### src/rtl/seq_alu_core_if.sv
// Operand/opcode request channel and result/flag response channel of seq_alu_core.
// Both channels are valid/ready: a transfer happens on a rising edge where valid and ready are both high.
interface seq_alu_core_if #(
    parameter int WIDTH = 8
);
    logic             in_valid;
    logic             in_ready;
    logic [2:0]       op;
    logic [WIDTH-1:0] a;
    logic [WIDTH-1:0] b;
    logic             cin;
    logic             out_valid;
    logic             out_ready;
    logic [WIDTH-1:0] result;
    logic             flag_c;
    logic             flag_v;
    logic             flag_z;
    logic             flag_n;

    modport master (
        output in_valid, op, a, b, cin, out_ready,
        input  in_ready, out_valid, result, flag_c, flag_v, flag_z, flag_n
    );

    modport slave (
        input  in_valid, op, a, b, cin, out_ready,
        output in_ready, out_valid, result, flag_c, flag_v, flag_z, flag_n
    );
endinterface

### src/rtl/seq_alu_core.sv
// Registered ALU with one operation in flight: single-cycle arithmetic/logic ops and
// iterative one-bit-per-cycle shifts; result and C/V/Z/N flags held until accepted.
module seq_alu_core #(
    parameter int WIDTH   = 8,
    parameter int SHIFT_W = 3
) (
    input  logic          clock,
    input  logic          clear_n,
    seq_alu_core_if.slave bus,
    output logic [1:0]    state_dbg
);
    localparam logic [2:0] OP_ADD = 3'b000;
    localparam logic [2:0] OP_SUB = 3'b001;
    localparam logic [2:0] OP_AND = 3'b010;
    localparam logic [2:0] OP_OR  = 3'b011;
    localparam logic [2:0] OP_XOR = 3'b100;
    localparam logic [2:0] OP_NOT = 3'b101;
    localparam logic [2:0] OP_SHL = 3'b110;
    localparam logic [2:0] OP_SHR = 3'b111;

    localparam logic [1:0] ST_IDLE  = 2'd0;
    localparam logic [1:0] ST_SHIFT = 2'd1;
    localparam logic [1:0] ST_DONE  = 2'd2;

    localparam logic [SHIFT_W-1:0] CNT_ONE = SHIFT_W'(1);

    logic [1:0]         state;
    logic               shr_q;
    logic [WIDTH-1:0]   work;
    logic [SHIFT_W-1:0] cnt;
    logic [WIDTH-1:0]   result_q;
    logic               c_q, v_q, z_q, n_q;

    logic [SHIFT_W-1:0] amt;
    logic               is_shift;
    logic [WIDTH:0]     sum;
    logic [WIDTH:0]     diff;
    logic [WIDTH-1:0]   calc_res;
    logic               calc_c, calc_v;
    logic [WIDTH-1:0]   work_nx;
    logic               shift_c;

    assign amt      = bus.b[SHIFT_W-1:0];
    assign is_shift = (bus.op == OP_SHL) || (bus.op == OP_SHR);

    // Single-cycle datapath, evaluated on the operands presented at the accept edge.
    // The top bit of diff is the unsigned borrow (a < b).
    always_comb begin
        sum      = {1'b0, bus.a} + {1'b0, bus.b} + {{WIDTH{1'b0}}, bus.cin};
        diff     = {1'b0, bus.a} - {1'b0, bus.b};
        calc_res = bus.a;
        calc_c   = 1'b0;
        calc_v   = 1'b0;
        case (bus.op)
            OP_ADD: begin
                calc_res = sum[WIDTH-1:0];
                calc_c   = sum[WIDTH];
                calc_v   = (bus.a[WIDTH-1] == bus.b[WIDTH-1]) && (sum[WIDTH-1] != bus.a[WIDTH-1]);
            end
            OP_SUB: begin
                calc_res = diff[WIDTH-1:0];
                calc_c   = diff[WIDTH];
                calc_v   = (bus.a[WIDTH-1] != bus.b[WIDTH-1]) && (diff[WIDTH-1] != bus.a[WIDTH-1]);
            end
            OP_AND:  calc_res = bus.a & bus.b;
            OP_OR:   calc_res = bus.a | bus.b;
            OP_XOR:  calc_res = bus.a ^ bus.b;
            OP_NOT:  calc_res = ~bus.a;
            default: calc_res = bus.a;
        endcase
    end

    // One logical shift step; the bit leaving the word becomes the carry.
    always_comb begin
        if (shr_q) begin
            work_nx = {1'b0, work[WIDTH-1:1]};
            shift_c = work[0];
        end else begin
            work_nx = {work[WIDTH-2:0], 1'b0};
            shift_c = work[WIDTH-1];
        end
    end

    always_ff @(posedge clock or negedge clear_n) begin
        if (!clear_n) begin
            state    <= ST_IDLE;
            shr_q    <= 1'b0;
            work     <= '0;
            cnt      <= '0;
            result_q <= '0;
            c_q      <= 1'b0;
            v_q      <= 1'b0;
            z_q      <= 1'b0;
            n_q      <= 1'b0;
        end else begin
            case (state)
                ST_IDLE: begin
                    if (bus.in_valid) begin
                        if (is_shift && (amt != '0)) begin
                            shr_q <= (bus.op == OP_SHR);
                            work  <= bus.a;
                            cnt   <= amt;
                            state <= ST_SHIFT;
                        end else begin
                            result_q <= calc_res;
                            c_q      <= calc_c;
                            v_q      <= calc_v;
                            z_q      <= (calc_res == '0);
                            n_q      <= calc_res[WIDTH-1];
                            state    <= ST_DONE;
                        end
                    end
                end
                ST_SHIFT: begin
                    work <= work_nx;
                    cnt  <= cnt - CNT_ONE;
                    if (cnt == CNT_ONE) begin
                        result_q <= work_nx;
                        c_q      <= shift_c;
                        v_q      <= 1'b0;
                        z_q      <= (work_nx == '0);
                        n_q      <= work_nx[WIDTH-1];
                        state    <= ST_DONE;
                    end
                end
                ST_DONE: begin
                    // Leaving DONE never overlaps with a new accept.
                    if (bus.out_ready) begin
                        state <= ST_IDLE;
                    end
                end
                default: state <= ST_IDLE;
            endcase
        end
    end

    assign bus.in_ready  = (state == ST_IDLE);
    assign bus.out_valid = (state == ST_DONE);
    assign bus.result    = result_q;
    assign bus.flag_c    = c_q;
    assign bus.flag_v    = v_q;
    assign bus.flag_z    = z_q;
    assign bus.flag_n    = n_q;
    assign state_dbg     = state;
endmodule

### src/flat_wrapper.sv
// flat-port wrapper written by rule: the top's interface ports become plain ports
module seq_alu_core_flat 
#(
    parameter int WIDTH   = 8,
    parameter int SHIFT_W = 3
)
  (clock, clear_n, state_dbg, bus_in_valid, bus_op, bus_a, bus_b, bus_cin, bus_out_ready, bus_in_ready, bus_out_valid, bus_result, bus_flag_c, bus_flag_v, bus_flag_z, bus_flag_n);
  seq_alu_core_if #(.WIDTH(WIDTH)) bus_i ();
  input  logic clock;
  input  logic clear_n;
  output logic [1:0] state_dbg;
  input wire logic [$bits(bus_i.in_valid)-1:0] bus_in_valid;
  input wire logic [$bits(bus_i.op)-1:0] bus_op;
  input wire logic [$bits(bus_i.a)-1:0] bus_a;
  input wire logic [$bits(bus_i.b)-1:0] bus_b;
  input wire logic [$bits(bus_i.cin)-1:0] bus_cin;
  input wire logic [$bits(bus_i.out_ready)-1:0] bus_out_ready;
  output wire logic [$bits(bus_i.in_ready)-1:0] bus_in_ready;
  output wire logic [$bits(bus_i.out_valid)-1:0] bus_out_valid;
  output wire logic [$bits(bus_i.result)-1:0] bus_result;
  output wire logic [$bits(bus_i.flag_c)-1:0] bus_flag_c;
  output wire logic [$bits(bus_i.flag_v)-1:0] bus_flag_v;
  output wire logic [$bits(bus_i.flag_z)-1:0] bus_flag_z;
  output wire logic [$bits(bus_i.flag_n)-1:0] bus_flag_n;
  assign bus_i.in_valid = bus_in_valid;
  assign bus_i.op = bus_op;
  assign bus_i.a = bus_a;
  assign bus_i.b = bus_b;
  assign bus_i.cin = bus_cin;
  assign bus_i.out_ready = bus_out_ready;
  assign bus_in_ready = bus_i.in_ready;
  assign bus_out_valid = bus_i.out_valid;
  assign bus_result = bus_i.result;
  assign bus_flag_c = bus_i.flag_c;
  assign bus_flag_v = bus_i.flag_v;
  assign bus_flag_z = bus_i.flag_z;
  assign bus_flag_n = bus_i.flag_n;
  seq_alu_core #(.WIDTH(WIDTH), .SHIFT_W(SHIFT_W)) u_core (.clock(clock), .clear_n(clear_n), .bus(bus_i), .state_dbg(state_dbg));
endmodule
### config.mk
export PLATFORM = sky130hd
export DESIGN_NAME = seq_alu_core_flat
export DESIGN_NICKNAME = d
export VERILOG_FILES = /design/src/rtl/seq_alu_core_if.sv /design/src/rtl/seq_alu_core.sv /design/src/flat_wrapper.sv
export SDC_FILE = /design/constraint.sdc
export NUM_CORES = 1
export LEC_CHECK = 0
export CORE_ASPECT_RATIO = 1.75
export CORE_MARGIN = 10
export CORE_UTILIZATION = 55
export DETAILED_ROUTE_END_ITERATION = 8
export PLACE_DENSITY_LB_ADDON = 0.25
export SLEW_MARGIN = 5
export SYNTH_ARGS = -nofsm -noshare
export SYNTH_HDL_FRONTEND = slang
export SYNTH_SLANG_ARGS = --single-unit
### constraint.sdc
create_clock -name clock -period 4.89 [get_ports clock]
set_clock_uncertainty 0.05 [all_clocks]
set_input_delay 0.978 -clock clock [delete_from_list [all_inputs] [get_ports clock]]
set_output_delay 0.978 -clock clock [all_outputs]
set_load 0.01 [all_outputs]
Word-level counts from Yosys, hierarchy flattened
Cells that the tools add are included.
W data, S select, Z words.
{"block": "totals", "reg_bits": 26, "input_bits": 24, "out_inout_bits": 16}
{"block": "classes", "addsub": 4, "eq_ne": 19, "mux": 36, "bitwise": 4, "reduce_logical": 14}
{"operator": "$mux W8", "n": 6}
{"operator": "$pmux W8 S6", "n": 1}
{"operator": "$pmux W8 S2", "n": 2}
{"operator": "$logic_not A8 Y1", "n": 2}
{"operator": "$mux W1", "n": 13}
{"operator": "$eq A3 B3 Y1 const B", "n": 4}
{"operator": "$pmux W1 S2", "n": 6}
{"operator": "$add A8 B8 Y9", "n": 1}
{"operator": "$add A9 B1 Y9", "n": 1}
{"operator": "$reduce_and A3 Y1", "n": 3}
{"operator": "$sub A8 B8 Y9", "n": 1}
{"operator": "$and A8 B8 Y8", "n": 1}
{"operator": "$mux W2", "n": 4}
{"operator": "$not A8 Y8", "n": 1}
{"operator": "$or A8 B8 Y8", "n": 1}
{"operator": "$xor A8 B8 Y8", "n": 1}
{"operator": "$eq A3 B1 Y1 const B", "n": 2}
{"operator": "$eq A3 B2 Y1 const B", "n": 2}
{"operator": "$mux W3", "n": 2}
{"operator": "$ne A2 B2 Y1 const B", "n": 3}
{"operator": "$pmux W2 S3", "n": 1}
{"operator": "$pmux W3 S2", "n": 1}
{"operator": "$ne A2 B1 Y1 const B", "n": 2}
{"operator": "$reduce_and A4 Y1", "n": 1}
{"operator": "other kinds (11)", "n": 15}

Longest topological paths before layout
{"block": "depth", "word_depth": 8, "mapped_depth": 11, "ltp_nobuf": 11}

Least setup slack after synthesis
No wires, ideal clock.
{"block": "synth_timing", "path_kind": "input-to-reg", "from": "in bus_a[0]", "to": "reg u_core.z_q, in the netlist u_core.bus.flag_z", "setup_ns": 0.104, "t_arrival_ns": 3.169, "slack_ns": 1.567, "path_stages": 11, "cell_sequence": "inv_1 > ha_1 > inv_1 > fa_1 > xor2_1 > o22ai_1 > o221ai_1 > o2111ai_1 > or4b_1 > or3_1 > o41ai_2"}
{"block": "synth_between", "elab_chain_len": 7, "word_cells_on_any_way": 12, "classes_between": "3 x add/sub; 4 x mux; 4 x bitwise; 1 x reduce/logical"}
{"item": "start, declared", "line_no": "flat_wrapper.sv:14", "source": "input wire logic [$bits(bus_i.a)-1:0] bus_a;"}
{"item": "$add A8 B8 Y9", "line_no": "seq_alu_core.sv:49", "source": "sum = {1'b0, bus.a} + {1'b0, bus.b} + {{WIDTH{1'b0}}, bus.cin};"}
{"item": "$add A9 B1 Y9", "line_no": "seq_alu_core.sv:49"}
{"item": "$pmux W8 S6 (*)", "line_no": "seq_alu_core.sv:54", "source": "case (bus.op)"}
{"item": "$logic_not A8 Y1 (*)", "line_no": "seq_alu_core.sv:108", "source": "z_q <= (calc_res == '0);"}
{"item": "$mux W1 (*)", "line_no": "seq_alu_core.sv:99", "source": "if (is_shift && (amt != '0)) begin"}
{"item": "$mux W1 (*)", "line_no": "seq_alu_core.sv:98", "source": "if (bus.in_valid) begin"}
{"item": "$pmux W1 S2 (*)", "line_no": "seq_alu_core.sv:96", "source": "case (state)"}
{"item": "end signal, assigned", "line_no": "seq_alu_core.sv:108"}
{"item": "end signal, assigned", "line_no": "seq_alu_core.sv:121", "source": "z_q <= (work_nx == '0);"}
{"item": "end, declared", "line_no": "seq_alu_core.sv:32", "source": "logic c_q, v_q, z_q, n_q;"}
Every way passes the cells marked *; elsewhere a longest branch is shown, timed or not. The select of a mux whose other input is x is not followed.
A chain may end at the register's enable or synchronous reset.

Worst setup path after layout
{"block": "layout_timing", "from": "in bus_b[0]", "to": "reg u_core.z_q, in the netlist u_core.bus.flag_z"}
{"block": "layout_between", "elab_chain_len": 7, "word_cells_on_any_way": 15, "classes_between": "3 x add/sub; 1 x eq/ne; 4 x mux; 3 x bitwise; 4 x reduce/logical"}
{"item": "start, declared", "line_no": "flat_wrapper.sv:15", "source": "input wire logic [$bits(bus_i.b)-1:0] bus_b;"}
{"item": "$add A8 B8 Y9", "line_no": "seq_alu_core.sv:49"}
{"item": "$add A9 B1 Y9", "line_no": "seq_alu_core.sv:49"}
{"item": "$pmux W8 S6", "line_no": "seq_alu_core.sv:54"}
{"item": "$logic_not A8 Y1", "line_no": "seq_alu_core.sv:108"}
{"item": "$mux W1", "line_no": "seq_alu_core.sv:99"}
{"item": "$mux W1", "line_no": "seq_alu_core.sv:98"}
{"item": "$pmux W1 S2", "line_no": "seq_alu_core.sv:96"}
Several ways; a longest one is shown, not always the timed one. The select of a mux whose other input is x is not followed.

==> results.toml <==
[outcome]
status = "complete, no violations"

[sta]
finalCritPeriodShare = 0.803
finalSetupViolCount = 0
worstMarginPinSlew_ns = 1.12
hold_viol = 0
slew_viol_final = 0
post-route-min-period_ns = 3.93
max_slew_margin = 0.251
max_freq_mhz = 255
rsz0062_at_grt = "no"
fin_setup_tns_ns = 0

[clocking]
cts_setup_buffers = 0
clock_sinks = 25
cts_resized = 0
postCtsHoldBufs = 0
clk_pin_slew_worst_paths_ns = 0.09
cts.htree.levels = 1
cts_buffers = 3
worst_skew_pair.late_latency_ns = 0.27
cts_buffer_depth = 2
cts_tree = "yes"
cts_root_buffer = "clkbuf_8"

[floorplan]
fp.coreArea_mm2 = 0.00498
start_util = 0.564
die_x_um = 74.0
fp.dieH_um = 114
std_cell_rows = 34
io_pins = 40
die_area_mm2 = 0.00847

[place]
dp.final_hpwl_mm = 6.12
dpl_cell_area_mm2 = 0.00319
io_buffers = 39
place_congestion = 0.921

[finish]
diodes = 0
register_area_um2 = 626
drive_gt1_frac = 0.0522
final_design_area_no_fill_mm2 = 0.00323
areaGrowthSynthToFinish_pct = 15.2
fin_nets = 439
filler_cell_count = 458
multi_input_area_mm2 = 0.00194

[global_route]
grt_max_degree = 26
grt.total_usage = 0.187
antenna_found_initial = 0
grt_pass1_vias = 2790
grt_remaining_overflow = 0
grt_pass1_wl_mm = 13.0

[critical_path]
cp-end-kind = "register"
ff2ff_path_depth = 5
start_kind = "input pin"
cp_max_fo = 6
arrival_ns = 4.06
r2r_slack_ns = 2.36
criticalPathCategory = "in -> reg"
r2r_start = "u_core.state_dbg[1]$_DFFE_PN0P_"
crit_required_ns = 5.02
r2r_end = "u_core.bus.flag_z$_DFFE_PN0P_"

[drt]
final_antenna_net_count = 0
drt_iter0_markers = 199
remaining_drc_errors = 0
dr_total_vias = 2767
dr.pass1.iters = 4
via_per_inst = 6.33
routedWlPerCell_um = 17.7
routed_wirelength_mm = 7.72

[logic_synthesis]
synth_edf_count = 0
async_flop_share = 1.00
yosysUniqueCellTypes = 59
ys_ff_latch = 25
syn_inst = 358
syn_area_per_cell_um2 = 7.84
synth_seq_area_share = 0.223
ys.flop_type = "dfrtp_1"
ys_warn_count = 0
netlist_area_mm2 = 0.00281
syn-num-nets = 413

[power]
p_leak_nw = 1.42
irDropWorstVdd_mv = 0.340
powerDensity_mw_per_mm2 = 356

[worst_hold_path]
min_to = "u_core.bus.result[2]$_DFFE_PN0P_"
min_path_cells = 2
hold_class = "reg -> reg"
hold_start = "u_core.bus.result[2]$_DFFE_PN0P_"

[job]
cap_viol_max_count = 0
-- state kept, by name, summed over array words and instances, names as in the netlist --
| name | cells |
|---|---|
| u_core.shr_q | 1 |
| u_core.cnt | 3 |
| u_core.bus.flag_v | 1 |
| u_core.state_dbg | 2 |
| u_core.bus.result | 7 |
| u_core.bus.flag_n | 1 |
| u_core.bus.flag_z | 1 |
| u_core.work | 8 |
| u_core.bus.flag_c | 1 |
-- critical path, cell delays in order --
cell,delay (ns)
clkdlybuf4s50_1,0.65
ha_1,0.22
inv_1,0.06
fa_1,0.39
xor2_1,0.16
o22ai_1,0.09
o221ai_1,0.20
o2111ai_1,0.17
or4b_1,0.51
or3_1,0.34
o41ai_2,0.27
-- per-stage QoR --
| step | cells | total power, mW | utilization | worst slack (ns) | hold WS, ns |
|---|---|---|---|---|---|
| 3_5_place_dp | 433 | 1.02 | 0.641 | 0.652 | 0.416 |
| 4_1_cts | 437 | 1.15 | 0.650 | 0.946 | 0.436 |
| 2_1_floorplan | 358 | 0.779 | - | 1.57 | 0.466 |
| 3_3_place_gp | 433 | 1.01 | 0.641 | 0.755 | 0.409 |
| 5_1_grt | 437 | 1.24 | 0.650 | 0.732 | 0.469 |
| 6_report | 437 | 1.15 | 0.650 | 0.962 | 0.429 |
-- kinds of logic (layout without fill, tap and decap cells) --
kind of cell             count (synthesis)  after routing  synth area share
AND/OR/NAND/NOR                        121            121             0.216
AO/OA/AOI/OAI                          110            110             0.275
buffers and inverters                   55             80            0.0856
adder cells (fa/ha/maj)                 31             31             0.146
flip-flops                              25             25             0.223
multiplexers                             9              9            0.0325
XOR/XNOR                                 7              7            0.0218
-- cells in the mapped netlist (2+ instances only) --
library cell	n	share of area
or3_1	2	0.0045
a211oi_1	6	0.016
a22o_1	2	0.0062
buf_4	3	0.0080
mux2i_1	8	0.029
o2111ai_1	3	0.0094
buf_6	2	0.0080
buf_2	3	0.0053
a41oi_1	2	0.0062
nand3_1	10	0.018
a221oi_1	3	0.0094
a31oi_1	6	0.013
o221ai_1	5	0.016
a32oi_1	3	0.0094
inv_1	30	0.040
nor2_1	30	0.040
clkbuf_1	15	0.020
fa_1	3	0.021
nor3b_1	3	0.0080
o21ai_0	18	0.032
and3_1	4	0.0089
or2_2	3	0.0067
nor3_1	8	0.014
o31ai_1	4	0.011
xnor2_1	5	0.016
o211ai_1	3	0.0080
nand2_1	29	0.039
o21ai_1	4	0.0071
a21o_1	7	0.019
o41ai_1	2	0.0062
nor4_1	3	0.0067
a21oi_1	23	0.041
a22oi_1	2	0.0053
a221o_1	4	0.014
ha_1	28	0.12
xor2_1	2	0.0062
nor2b_1	13	0.029
nand2b_1	8	0.018
o22ai_1	5	0.011
dfrtp_1	25	0.22
-- cell type report --
cell class | instances | area share
inverters | 30 | 0.0348
flip-flops and latches | 25 | 0.193
repair buffers | 46 | 0.137
well taps | 54 | 0.0209
multi-input cells | 278 | 0.600
clock buffers | 4 | 0.0139
-- power by group --
group	switching [mW]	total [mW]	internal [mW]	leakage, nW
registers	0.100	0.399	0.299	0.305
logic	0.319	0.627	0.309	1.09
clock network	0.0662	0.125	0.0584	0.0228
-- how the worst max path moves through the flow --
stage | startpoint | slack (ns) | end | cells after the start
floorplan | bus_a[0] | 1.57 | u_core.bus.flag_z$_DFFE_PN0P_ | 11
global placement | bus_b[0] | 0.75 | u_core.bus.flag_z$_DFFE_PN0P_ | 11
detailed placement | bus_b[0] | 0.65 | u_core.bus.flag_z$_DFFE_PN0P_ | 11
CTS | bus_b[0] | 0.95 | u_core.bus.flag_z$_DFFE_PN0P_ | 11
global route | bus_b[0] | 0.73 | u_core.bus.flag_z$_DFFE_PN0P_ | 11
finish | bus_b[0] | 0.96 | u_core.bus.flag_z$_DFFE_PN0P_ | 11
-- routing by layer --
metal	routed length [um]	vias up	part of all wire	GRT usage
li1	-	1343	-	-
met1	2980	1300	0.39	0.200
met2	4080	97	0.53	0.336
met3	355	27	0.046	0.0165
met4	312	0	0.040	0.110
met5	0	-	0	0
-- layout by cell type, fill, tap and decap left out, types with 3 or more instances in the layout --
| cell type | instances |
|---|---|
| ha_1 | 28 |
| dfrtp_1 | 25 |
| or2_2 | 3 |
| and3_1 | 4 |
| o2111ai_1 | 3 |
| o21ai_0 | 18 |
| nand2b_1 | 8 |
| nand2_1 | 29 |
| o211ai_1 | 3 |
| a211oi_1 | 6 |
| inv_1 | 30 |
| xnor2_1 | 5 |
| fa_1 | 3 |
| o22ai_1 | 5 |
| o221ai_1 | 5 |
| a32oi_1 | 3 |
| a31oi_1 | 6 |
| o21ai_1 | 4 |
| nor2b_1 | 13 |
| a221o_1 | 4 |
| nand3_1 | 10 |
| clkbuf_8 | 3 |
| buf_4 | 7 |
| nor4_1 | 3 |
| mux2i_1 | 8 |
| nor2_1 | 30 |
| clkdlybuf4s50_1 | 39 |
| nor3b_1 | 3 |
| a21oi_1 | 23 |
| o31ai_1 | 4 |
| nor3_1 | 8 |
| a221oi_1 | 3 |
| a21o_1 | 7 |
(Power assumes the default switching activity.)
